--- config.mk ---
export PLATFORM = sky130hd
export DESIGN_NAME = fuzz_stim_gen
export DESIGN_NICKNAME = d
export VERILOG_FILES = /design/src/rtl/fuzz_stim_gen.sv
export SDC_FILE = /design/constraint.sdc
export NUM_CORES = 1
export LEC_CHECK = 0
export BUFFER_PORTS_ARGS = -buffer_cell sky130_fd_sc_hd__clkbuf_2
export CAP_MARGIN = 20
export CORE_MARGIN = 8
export CORE_UTILIZATION = 52
export DETAILED_ROUTE_END_ITERATION = 10
export PLACE_DENSITY = 0.77
export SLEW_MARGIN = 20
export SYNTH_ARGS = -nofsm -noshare
export SYNTH_HDL_FRONTEND = slang
export SYNTH_SLANG_ARGS = --single-unit
--- constraint.sdc ---
create_clock -name clk -period 2.6 [get_ports clk]
set_input_delay 0.39 -clock clk [delete_from_list [all_inputs] [get_ports clk]]
set_output_delay 0.39 -clock clk [all_outputs]
set_load 0.02 [all_outputs]
--- src/rtl/fuzz_stim_gen.sv ---
// ---------------------------------------------------------------------------
// fuzz_stim_gen
//
// Stimulus generator for a dual-DUT equivalence harness. A 64-bit Fibonacci
// LFSR supplies pseudo-random vectors that are sliced onto wire0..wire3 and
// fed to both DUT copies. Every issued vector is counted, and its index
// travels down a CHECK_LAT-deep pipe so that the harness mismatch flag can be
// tied back to the vector that caused it. The run stops on the first
// qualified mismatch (latching the failing index) or ends after num_vectors
// vectors plus a CHECK_LAT-cycle drain.
//
// Optional build macro:
//   FUZZ_CORNER_EN - when defined, the first four vectors of every run are
//                    fixed corners (all-zero, all-one, signed min, signed
//                    max) before LFSR data begins. The LFSR holds during
//                    corners.
//
// Parameters:
//   CNT_W      width of num_vectors, vec_count and fail_index
//   CHECK_LAT  cycles between a vector on wireN and its mismatch sample (1..8)
//
// Ports:
//   clk          in   single clock, posedge
//   rst_n        in   asynchronous active-low reset
//   start        in   run request pulse, honoured only in IDLE or DONE
//   seed         in   32-bit LFSR seed, sampled on an accepted start
//   num_vectors  in   vectors to issue; 0 finishes immediately without fail
//   mismatch     in   harness compare result (1 = outputs differ)
//   wire0        out  18-bit unsigned stimulus
//   wire1        out  14-bit signed stimulus
//   wire2        out  10-bit signed stimulus
//   wire3        out  21-bit signed stimulus
//   vec_valid    out  wireN carry a live vector this cycle
//   busy         out  run in progress (RUN or DRAIN)
//   done         out  run finished (level)
//   fail         out  a mismatch was caught in this run
//   fail_index   out  0-based index of the first failing vector
//   vec_count    out  vectors issued in this run (saturating)
// ---------------------------------------------------------------------------
module fuzz_stim_gen #(
  parameter int CNT_W     = 32,
  parameter int CHECK_LAT = 1
) (
  input  logic             clk,
  input  logic             rst_n,
  input  logic             start,
  input  logic [31:0]      seed,
  input  logic [CNT_W-1:0] num_vectors,
  input  logic             mismatch,
  output logic [17:0]      wire0,
  output logic [13:0]      wire1,
  output logic [9:0]       wire2,
  output logic [20:0]      wire3,
  output logic             vec_valid,
  output logic             busy,
  output logic             done,
  output logic             fail,
  output logic [CNT_W-1:0] fail_index,
  output logic [CNT_W-1:0] vec_count
);

  typedef enum logic [1:0] {
    S_IDLE  = 2'd0,
    S_RUN   = 2'd1,
    S_DRAIN = 2'd2,
    S_DONE  = 2'd3
  } state_t;

  localparam logic [CNT_W-1:0] ONE    = CNT_W'(1);
  localparam logic [3:0]       LAT_M1 = 4'(CHECK_LAT - 1);

`ifdef FUZZ_CORNER_EN
  localparam logic [CNT_W-1:0] CORNER_N = CNT_W'(4);
`endif

  // One Fibonacci step: taps 64,63,61,60 (bits 63,62,60,59), shift left,
  // feedback enters at bit 0.
  function automatic logic [63:0] lfsr_step(input logic [63:0] s);
    logic fb;
    fb = s[63] ^ s[62] ^ s[60] ^ s[59];
    return {s[62:0], fb};
  endfunction

  // Counter increment that sticks at all-ones instead of wrapping.
  function automatic logic [CNT_W-1:0] sat_inc(input logic [CNT_W-1:0] v);
    if (&v) begin
      return v;
    end else begin
      return v + ONE;
    end
  endfunction

  state_t                        state_q, state_d;
  logic [63:0]                   lfsr_q, lfsr_d;
  logic [17:0]                   wire0_q, wire0_d;
  logic [13:0]                   wire1_q, wire1_d;
  logic [9:0]                    wire2_q, wire2_d;
  logic [20:0]                   wire3_q, wire3_d;
  logic                          vec_valid_q, vec_valid_d;
  logic                          busy_q, busy_d;
  logic                          done_q, done_d;
  logic                          fail_q, fail_d;
  logic [CNT_W-1:0]              fail_index_q, fail_index_d;
  logic [CNT_W-1:0]              vec_count_q, vec_count_d;
  logic [CNT_W-1:0]              num_q, num_d;
  logic [3:0]                    drain_q, drain_d;
  logic [CHECK_LAT-1:0]          vpipe_q, vpipe_d;
  logic [CHECK_LAT-1:0][CNT_W-1:0] ipipe_q, ipipe_d;

  logic                          issue_s;
  logic [CNT_W-1:0]              issue_idx_s;
  logic [63:0]                   lfsr_src_s;
  logic [63:0]                   lfsr_next_s;
  logic                          chk_hit_s;

  assign wire0      = wire0_q;
  assign wire1      = wire1_q;
  assign wire2      = wire2_q;
  assign wire3      = wire3_q;
  assign vec_valid  = vec_valid_q;
  assign busy       = busy_q;
  assign done       = done_q;
  assign fail       = fail_q;
  assign fail_index = fail_index_q;
  assign vec_count  = vec_count_q;

  // Next-state, vector issue, check pipe and fail capture.
  always_comb begin
    state_d      = state_q;
    lfsr_d       = lfsr_q;
    wire0_d      = wire0_q;
    wire1_d      = wire1_q;
    wire2_d      = wire2_q;
    wire3_d      = wire3_q;
    vec_valid_d  = 1'b0;
    vec_count_d  = vec_count_q;
    num_d        = num_q;
    drain_d      = drain_q;
    fail_d       = fail_q;
    fail_index_d = fail_index_q;
    issue_s      = 1'b0;
    issue_idx_s  = vec_count_q;
    lfsr_src_s   = lfsr_q;
    lfsr_next_s  = 64'd0;

    // The index of the vector currently on wireN is vec_count-1; it rides
    // alongside vec_valid so the delayed slot names the vector being judged.
    vpipe_d[0] = vec_valid_q;
    ipipe_d[0] = vec_count_q - ONE;
    for (int i = 1; i < CHECK_LAT; i++) begin
      vpipe_d[i] = vpipe_q[i-1];
      ipipe_d[i] = ipipe_q[i-1];
    end

    // Only a mismatch that lines up with a live delayed vector counts, and
    // only the first one in a run.
    chk_hit_s = vpipe_q[CHECK_LAT-1] && mismatch && !fail_q &&
                ((state_q == S_RUN) || (state_q == S_DRAIN));

    case (state_q)
      S_IDLE, S_DONE: begin
        if (start) begin
          lfsr_src_s   = {~seed, seed};
          lfsr_d       = lfsr_src_s;
          vec_count_d  = {CNT_W{1'b0}};
          fail_d       = 1'b0;
          fail_index_d = {CNT_W{1'b0}};
          num_d        = num_vectors;
          drain_d      = 4'd0;
          // Stale entries from an aborted run must not alias into this one.
          vpipe_d      = {CHECK_LAT{1'b0}};
          ipipe_d      = '0;
          if (num_vectors == {CNT_W{1'b0}}) begin
            state_d = S_DONE;
          end else begin
            // Vector 0 goes out on the same edge that accepts start.
            state_d     = S_RUN;
            issue_s     = 1'b1;
            issue_idx_s = {CNT_W{1'b0}};
          end
        end else begin
          state_d = state_q;
        end
      end
      S_RUN: begin
        if (chk_hit_s) begin
          fail_d       = 1'b1;
          fail_index_d = ipipe_q[CHECK_LAT-1];
          state_d      = S_DONE;
        end else if (vec_count_q == num_q) begin
          state_d = S_DRAIN;
          drain_d = 4'd0;
        end else begin
          issue_s = 1'b1;
        end
      end
      S_DRAIN: begin
        if (chk_hit_s) begin
          fail_d       = 1'b1;
          fail_index_d = ipipe_q[CHECK_LAT-1];
          state_d      = S_DONE;
        end else if (drain_q == LAT_M1) begin
          state_d = S_DONE;
        end else begin
          drain_d = drain_q + 4'd1;
        end
      end
      default: begin
        state_d = S_IDLE;
      end
    endcase

    if (issue_s) begin
      vec_valid_d = 1'b1;
      vec_count_d = sat_inc(issue_idx_s);
`ifdef FUZZ_CORNER_EN
      if (issue_idx_s < CORNER_N) begin
        // Corners hold the LFSR so LFSR vector 0 follows the last corner.
        lfsr_d = lfsr_src_s;
        case (issue_idx_s[1:0])
          2'd0: begin
            wire0_d = 18'h00000;
            wire1_d = 14'h0000;
            wire2_d = 10'h000;
            wire3_d = 21'h000000;
          end
          2'd1: begin
            wire0_d = 18'h3FFFF;
            wire1_d = 14'h3FFF;
            wire2_d = 10'h3FF;
            wire3_d = 21'h1FFFFF;
          end
          2'd2: begin
            wire0_d = 18'h20000;
            wire1_d = 14'h2000;
            wire2_d = 10'h200;
            wire3_d = 21'h100000;
          end
          2'd3: begin
            wire0_d = 18'h1FFFF;
            wire1_d = 14'h1FFF;
            wire2_d = 10'h1FF;
            wire3_d = 21'h0FFFFF;
          end
          default: begin
            wire0_d = 18'h00000;
            wire1_d = 14'h0000;
            wire2_d = 10'h000;
            wire3_d = 21'h000000;
          end
        endcase
      end else begin
        lfsr_next_s = lfsr_step(lfsr_src_s);
        lfsr_d      = lfsr_next_s;
        wire0_d     = lfsr_next_s[17:0];
        wire1_d     = lfsr_next_s[31:18];
        wire2_d     = lfsr_next_s[41:32];
        wire3_d     = lfsr_next_s[62:42];
      end
`else
      lfsr_next_s = lfsr_step(lfsr_src_s);
      lfsr_d      = lfsr_next_s;
      wire0_d     = lfsr_next_s[17:0];
      wire1_d     = lfsr_next_s[31:18];
      wire2_d     = lfsr_next_s[41:32];
      wire3_d     = lfsr_next_s[62:42];
`endif
    end else begin
      vec_valid_d = 1'b0;
    end

    busy_d = (state_d == S_RUN) || (state_d == S_DRAIN);
    done_d = (state_d == S_DONE);
  end

  // State and output registers with asynchronous clear.
  always_ff @(posedge clk or negedge rst_n) begin
    if (!rst_n) begin
      state_q      <= S_IDLE;
      lfsr_q       <= 64'd0;
      wire0_q      <= 18'd0;
      wire1_q      <= 14'd0;
      wire2_q      <= 10'd0;
      wire3_q      <= 21'd0;
      vec_valid_q  <= 1'b0;
      busy_q       <= 1'b0;
      done_q       <= 1'b0;
      fail_q       <= 1'b0;
      fail_index_q <= {CNT_W{1'b0}};
      vec_count_q  <= {CNT_W{1'b0}};
      num_q        <= {CNT_W{1'b0}};
      drain_q      <= 4'd0;
      vpipe_q      <= {CHECK_LAT{1'b0}};
      ipipe_q      <= '0;
    end else begin
      state_q      <= state_d;
      lfsr_q       <= lfsr_d;
      wire0_q      <= wire0_d;
      wire1_q      <= wire1_d;
      wire2_q      <= wire2_d;
      wire3_q      <= wire3_d;
      vec_valid_q  <= vec_valid_d;
      busy_q       <= busy_d;
      done_q       <= done_d;
      fail_q       <= fail_d;
      fail_index_q <= fail_index_d;
      vec_count_q  <= vec_count_d;
      num_q        <= num_d;
      drain_q      <= drain_d;
      vpipe_q      <= vpipe_d;
      ipipe_q      <= ipipe_d;
    end
  end

endmodule

==> qor.yml, run 1 <==
status: "finished clean"
drc: 0
syn_nets: 1519
total_power_mw: 21.1
grt_max_degree: 145
critPathKind: "flip-flop to flip-flop"
setup_viol: 0
antenna_left: 0
num_rows: 57
core_area_mm2: 0.0242
synthArstFlopShare: 1.00
grt_pass1_vias: 11000
initial_core_util: 0.528
io_pins: 199
critPathArrivalTime_ns: 3.03
die_h_um: 173
cts.sink_count: 266
synth_edf_count: 0
cts_buffers: 29
overflow: 0
vias_per_cell: 5.50
clock_latency_ns: 0.54
routed_wirelength_mm: 37.3
synth_top_area_share: 0.520
startpoint: "state_q[0]"
irDropWorstVdd_mv: 0.848
grt_usage: 0.242
holdWs_ns: 0.142
cts_tree: "yes"
vias: 11400
critical_path_required_ns: 3.03
maxCapViolCount: 0
finalHoldViolations: 0
ys_types: 66
fin_crit_sh: 0.997
timing.fmax_mhz: 386
layout.cells.non_filler: 2072
r2r_end: "vec_count[20]"
rr_startpoint: "state_q[0]"
antenna_cells: 0
rrSetupSlack_ns: 0.007
synth_area_leader_cell: "dfrtp_1"
cts_buffer_depth: 3
drive_gt1_frac: 0.270
powerDensity_mw_per_mm2: 1300
first_pass_iters: 5
gp_congestion: 0.909
seqCellArea_mm2: 0.00666
clkSlewWorstSetupHoldPaths_ns: 0.06
fin_nets: 1803
die_area_mm2: 0.0299
finalCriticalPeriod_ns: 2.59
tightest_slew_ns: 0.631
p_leak_nw: 8.48
synth_area_leaders: "dfrtp_1 (52%), nand2_1 (14%), xor2_1 (3.2%)"
antenna_found_initial: 0
setup_tns_ns: 0
syn_to_final_growth_pct: 27.4
grt_pass1_wl_mm: 59.7
multi_input_area_mm2: 0.00584
r2r.worst_path.cells: 13
min_path_type: "primary input to flip-flop"
n_fill_cell: 1968
drtIter0Drc: 1138
port_buffers: 198
cp_max_fo: 4
endpoint_kind: "flip-flop"
syn-cell-area_mm2: 0.0128
relSlewSlack: 0.579
setup.worst_path.start_class: "flip-flop"
h-tree-depth: 1
synth.avg_cell_area_um2: 8.86
synth_cells: 1444
wl_per_cell_um: 18.0
grt_setup_unrepaired: "yes"
dp_cells: 2005
yosys_register_bits: 266
final_max_slew_viol_count: 0
cp-endpoint: "vec_count[20]"
yosysWarnings: 0
clock-skew-final_ns: 0.0127
dp_hpwl_mm: 26.3
yosysSeqAreaShare: 0.520
die_width_um: 173
synth_flop_cell: "dfrtp_1"
root_buffer: "clkbuf_16"
[synth_stat cells (all sizes together) (3+ instances only)]
library cell and instances:
clkbuf 39, a311oi 3, or2 4, or4 5, o31ai 6, nor2 65
nor4 27, a22o 4, dfrtp 266, nand2 494, mux2i 5, buf 68
or3 37, inv 16, and3 5, nand4 21, xnor2 20, ha 7
a21oi 56, nand3 23, and2 9, xor2 47, a211o 3, a211oi 8
a31oi 11, a21o 40, o211ai 31, o21ai 83, nor3 14, nand2b 4
[repair_timing]
action	CTS	global route
hold endpoints to repair	65	0
setup buffers	0	13
setup endpoints to repair	111	141
hold buffers	1	0
gates resized for setup	6	43
cloned	0	2
pin swaps	2	12
[report_power, final]
| part | leakage (nW) | switching, mW | total [mW] | internal [mW] |
|---|---|---|---|---|
| Sequential | 3.46 | 0.740 | 6.48 | 5.74 |
| Combinational | 4.57 | 6.64 | 10.7 | 4.02 |
| Clock | 0.456 | 1.63 | 4.00 | 2.37 |
[per-stage QoR]
step,instance area (um2),setup slack [ns],utilization
2_1_floorplan,12900,-0.119,-
3_3_place_gp,15000,-0.356,0.618
3_5_place_dp,15000,-0.498,0.618
4_1_cts,16000,0.0110,0.659
5_1_grt,16300,-0.107,0.672
6_report,16300,0.00701,0.672
[layout make-up]
class	instances	area share
Sequential cell	266	0.408
Multi-Input combinational cell	1055	0.358
Inverter	16	0.00414
Timing Repair Buffer	360	0.147
Tap cell	324	0.0249
Clock buffer	42	0.0524
Clock inverter	9	0.00499
[worst min-delay path by stage]
| stage | from | end | slack [ns] | cells past startpoint |
|---|---|---|---|---|
| floorplan | rst_n | busy | 0.09 | 0 |
| global placement | rst_n | num_q[5] | 0.40 | 1 |
| detailed placement | rst_n | num_q[9] | 0.41 | 1 |
| CTS | num_vectors[16] | num_q[16] | 0.12 | 4 |
| global route | num_vectors[16] | num_q[16] | 0.15 | 4 |
| finish | num_vectors[16] | num_q[16] | 0.14 | 4 |
[sequential cells by signal (all words and copies together) (netlist names)]
name        count
wire1          14
num_q          32
wire3          21
fail            1
vpipe_q         1
ipipe_q        32
lfsr_q         64
vec_count      32
busy            1
wire0          18
vec_valid       1
wire2          10
done            1
fail_index     32
state_q         2
drain_q         4
[worst max-delay path, stage by stage, from the launching register on]
cell and delay [ns]:
dfrtp_1 0.40, inv_2 0.08, ha_4 0.22, nand2_4 0.09, nor2_4 0.06, nor2_1 0.09, ha_2 0.21, nand3_4 0.09
or3_4 0.37, nor2_4 0.09, nand4_1 0.16, nor4b_2 0.38, xnor2_1 0.17, nor2_1 0.06
[placed cells by master (no fill, tap or decap), types with 6 or more instances in the layout]
master and n:
a31oi_1 10, a21o_1 40, nor4_2 7, buf_6 7, nor4_4 6, buf_12 7, nor2_1 60, xor2_1 47
nand2_1 490, o21ai_0 79, nor4_1 14, xnor2_1 20, nand4_1 20, o211ai_1 31, or3_1 34, dfrtp_1 266
clkbuf_8 8, clkbuf_2 197, clkbuf_16 31, nor3_1 13, nand3_1 18, a211oi_1 6, inv_1 14, a21oi_1 55
buf_4 143
[routing by layer]
layer,GRT usage,part of all wire
met1,0.343,0.45
met4,0.0744,0.030
met5,0,0
met2,0.368,0.44
met3,0.0510,0.080
[cells by family after synthesis]
logic type	after synthesis	synth area share
xor+xnor	67	0.0459
fa+ha+maj	7	0.00685
buf+inv	123	0.0449
simple gates	718	0.248
compound gates	256	0.127
flops	266	0.520
mux	7	0.00743
Power figures use the tool's default switching activity.
==> run 2: changes to the inputs <==
BUFFER_PORTS_ARGS = -buffer_cell sky130_fd_sc_hd__buf_2   (was -buffer_cell sky130_fd_sc_hd__clkbuf_2)
==> run 2 against run 1 <==
Combinational power decreased by 4%. Count of clock-buffer cells in the layout decreased by 2. Power decreased by 0.99%. Non-clock buffer count decreased by 17. Setup slack improved by 0.030 ns. Design area decreased by 1.1%. Critical path type unchanged. Critical endpoint is now vec_count[26]. Highest routed layer is now met5.
==> qor.yml, run 2 (synthesis results as in run 1) <==
first_pass_iters: 8
cp_max_fo: 3
finalCriticalPeriod_ns: 2.56
final_area_mm2: 0.0161
num_rows: 57
irDropWorstVdd_mv: 0.670
cts_tree: "yes"
n_fill_cell: 1989
io_pins: 199
h-tree-depth: 1
largest_reg_flops: 64
setup_viol: 0
gp_congestion: 0.959
r2r.worst_path.cells: 14
final_core_util: 0.665
grt_setup_unrepaired: "yes"
syn_to_final_growth_pct: 26.0
endpoint_kind: "flip-flop"
final_common_cell: "nand2_1"
grt_max_degree: 102
wl_per_cell_um: 17.9
antenna_left: 0
setup.worst_path.start_class: "flip-flop"
fin_crit_sh: 0.986
crit_path_frequent_cell: "nor2_4"
cts_buffer_depth: 3
critical_path_required_ns: 3.03
grt_pass1_vias: 11000
fin_nets: 1785
worst_slack_ns: 0.0369
maxCapViolCount: 0
critPathArrivalTime_ns: 3.00
status: "finished clean"
drc: 0
vias_per_cell: 5.47
dp_hpwl_mm: 25.8
largest-register: "lfsr_q"
min_path_type: "primary input to flip-flop"
relSlewSlack: 0.466
drtIter0Drc: 1112
critPathSlowestCell: "or3_4"
core_area_mm2: 0.0242
port_buffers: 198
path_cells: "inv_2 -> ha_4 -> nand2_4 -> nor2_4 -> nor2_2 -> ha_2 -> nand3_2 -> or3_4 -> nor2_4 -> nand4_1 -> buf_6 -> nor4_4 -> xnor2_1 -> nor2_1"
post_dp_cell_area_mm2: 0.0148
initial_core_util: 0.528
routed_wirelength_mm: 36.9
grt_pass1_wl_mm: 59.2
overflow: 0
p_leak_nw: 8.40
holdWs_ns: 0.0817
antenna_found_initial: 4
root_buffer: "clkbuf_16"
tightest_slew_ns: 0.800
clkSlewWorstSetupHoldPaths_ns: 0.07
preCtsSetupSlack_ns: -0.483
clock_latency_ns: 0.55
die_h_um: 173
powerDensity_mw_per_mm2: 1300
final_max_slew_viol_count: 0
slowest_delay_ns: 0.41
grt_usage: 0.240
clock-skew-final_ns: 0.0116
total_power_mw: 20.9
hold_path_depth: 3
critPathKind: "flip-flop to flip-flop"
layout_common_cells: "nand2_1 (491), dfrtp_1 (265), buf_2 (197)"
finalHoldViolations: 0
vias: 11300
timing.fmax_mhz: 390
cts_buffers: 28
cts.sink_count: 266
drive_gt1_frac: 0.258
die_area_mm2: 0.0299
die_width_um: 173
==> run 2: cell count changes in the layout (fill, tap and decap cells not counted), moves of 3 or more <==
cell / change
buf_2: +197
buf_4: -12
bufinv_16: +3
clkbuf_2: -197
clkbuf_8: -3
diode_2: +3
nand3_1: +3
nor4_1: -5
nor4_4: +3
==> run 2: worst paths after layout <==
| path | slack, ns | endpoint | start |
|---|---|---|---|
| worst max-delay path | 0.04 | vec_count[26] | state_q[0] |
| worst min-delay path | 0.08 | num_q[2] | num_vectors[2] |
| worst max register to register | 0.04 | vec_count[26] | state_q[0] |
| worst min register to register | 0.45 | fail_index[27] | ipipe_q[27] |
| max in group asynchronous | 1.41 | wire3[4] | rst_n |
| min in group asynchronous | 0.40 | vec_count[3] | rst_n |
==> run 2: layout make-up <==
class / count / area [um2] / share of cell area
Antenna cell: 3 / 7.51 / 0.000466
Clock buffer: 40 / 796 / 0.0494
Clock inverter: 10 / 171 / 0.0106
Inverter: 16 / 67.6 / 0.00419
Multi-Input combinational cell: 1055 / 5800 / 0.360
Sequential cell: 266 / 6660 / 0.413
Tap cell: 324 / 405 / 0.0252
Timing Repair Buffer: 343 / 2210 / 0.137
==> run 2: report_power, final <==
part | total [mW] | switching [mW] | leakage (nW) | internal [mW]
sequential | 6.44 | 0.702 | 3.45 | 5.74
combinational | 10.3 | 6.52 | 4.47 | 3.78
clock | 4.18 | 1.65 | 0.469 | 2.52
total | 20.9 | 8.88 | 8.40 | 12.0
==> run 2: critical path, delay by kind of cell (launching register included) <==
kind          cells  cell delay [ns]
xor+xnor          1             0.14
flops             1             0.40
fa+ha+maj         2             0.41
buf+inv           2             0.26
simple gates      9             1.26
==> run 2: repair_timing <==
action | CTS | global route
endpoints found under the setup margin | 45 | 117
hold buffers | 1 | 0
pin swaps | 1 | 25
buffers inserted | 1 | 13
hold endpoints to repair | 58 | 0
gates resized for setup | 6 | 30
cloned | 0 | 1
==> run 2: metal layers <==
| metal | track usage | vias to the layer above | share of wire | wire length (um) |
|---|---|---|---|---|
| li1 | - | 5385 | - | - |
| met1 | 0.344 | 5375 | 0.44 | 16400 |
| met2 | 0.358 | 422 | 0.44 | 16300 |
| met3 | 0.0470 | 69 | 0.083 | 3050 |
| met4 | 0.0830 | 2 | 0.030 | 1090 |
| met5 | 0 | - | 0.00033 | 12 |
==> run 2: metrics by stage <==
stage                     instances  setup TNS (ns)
final                          2057               0
after global routing           2057          -0.396
after CTS                      2040               0
after detailed placement       1988          -10.27
after global placement         1988           -7.54
after floorplan                1444          -0.957
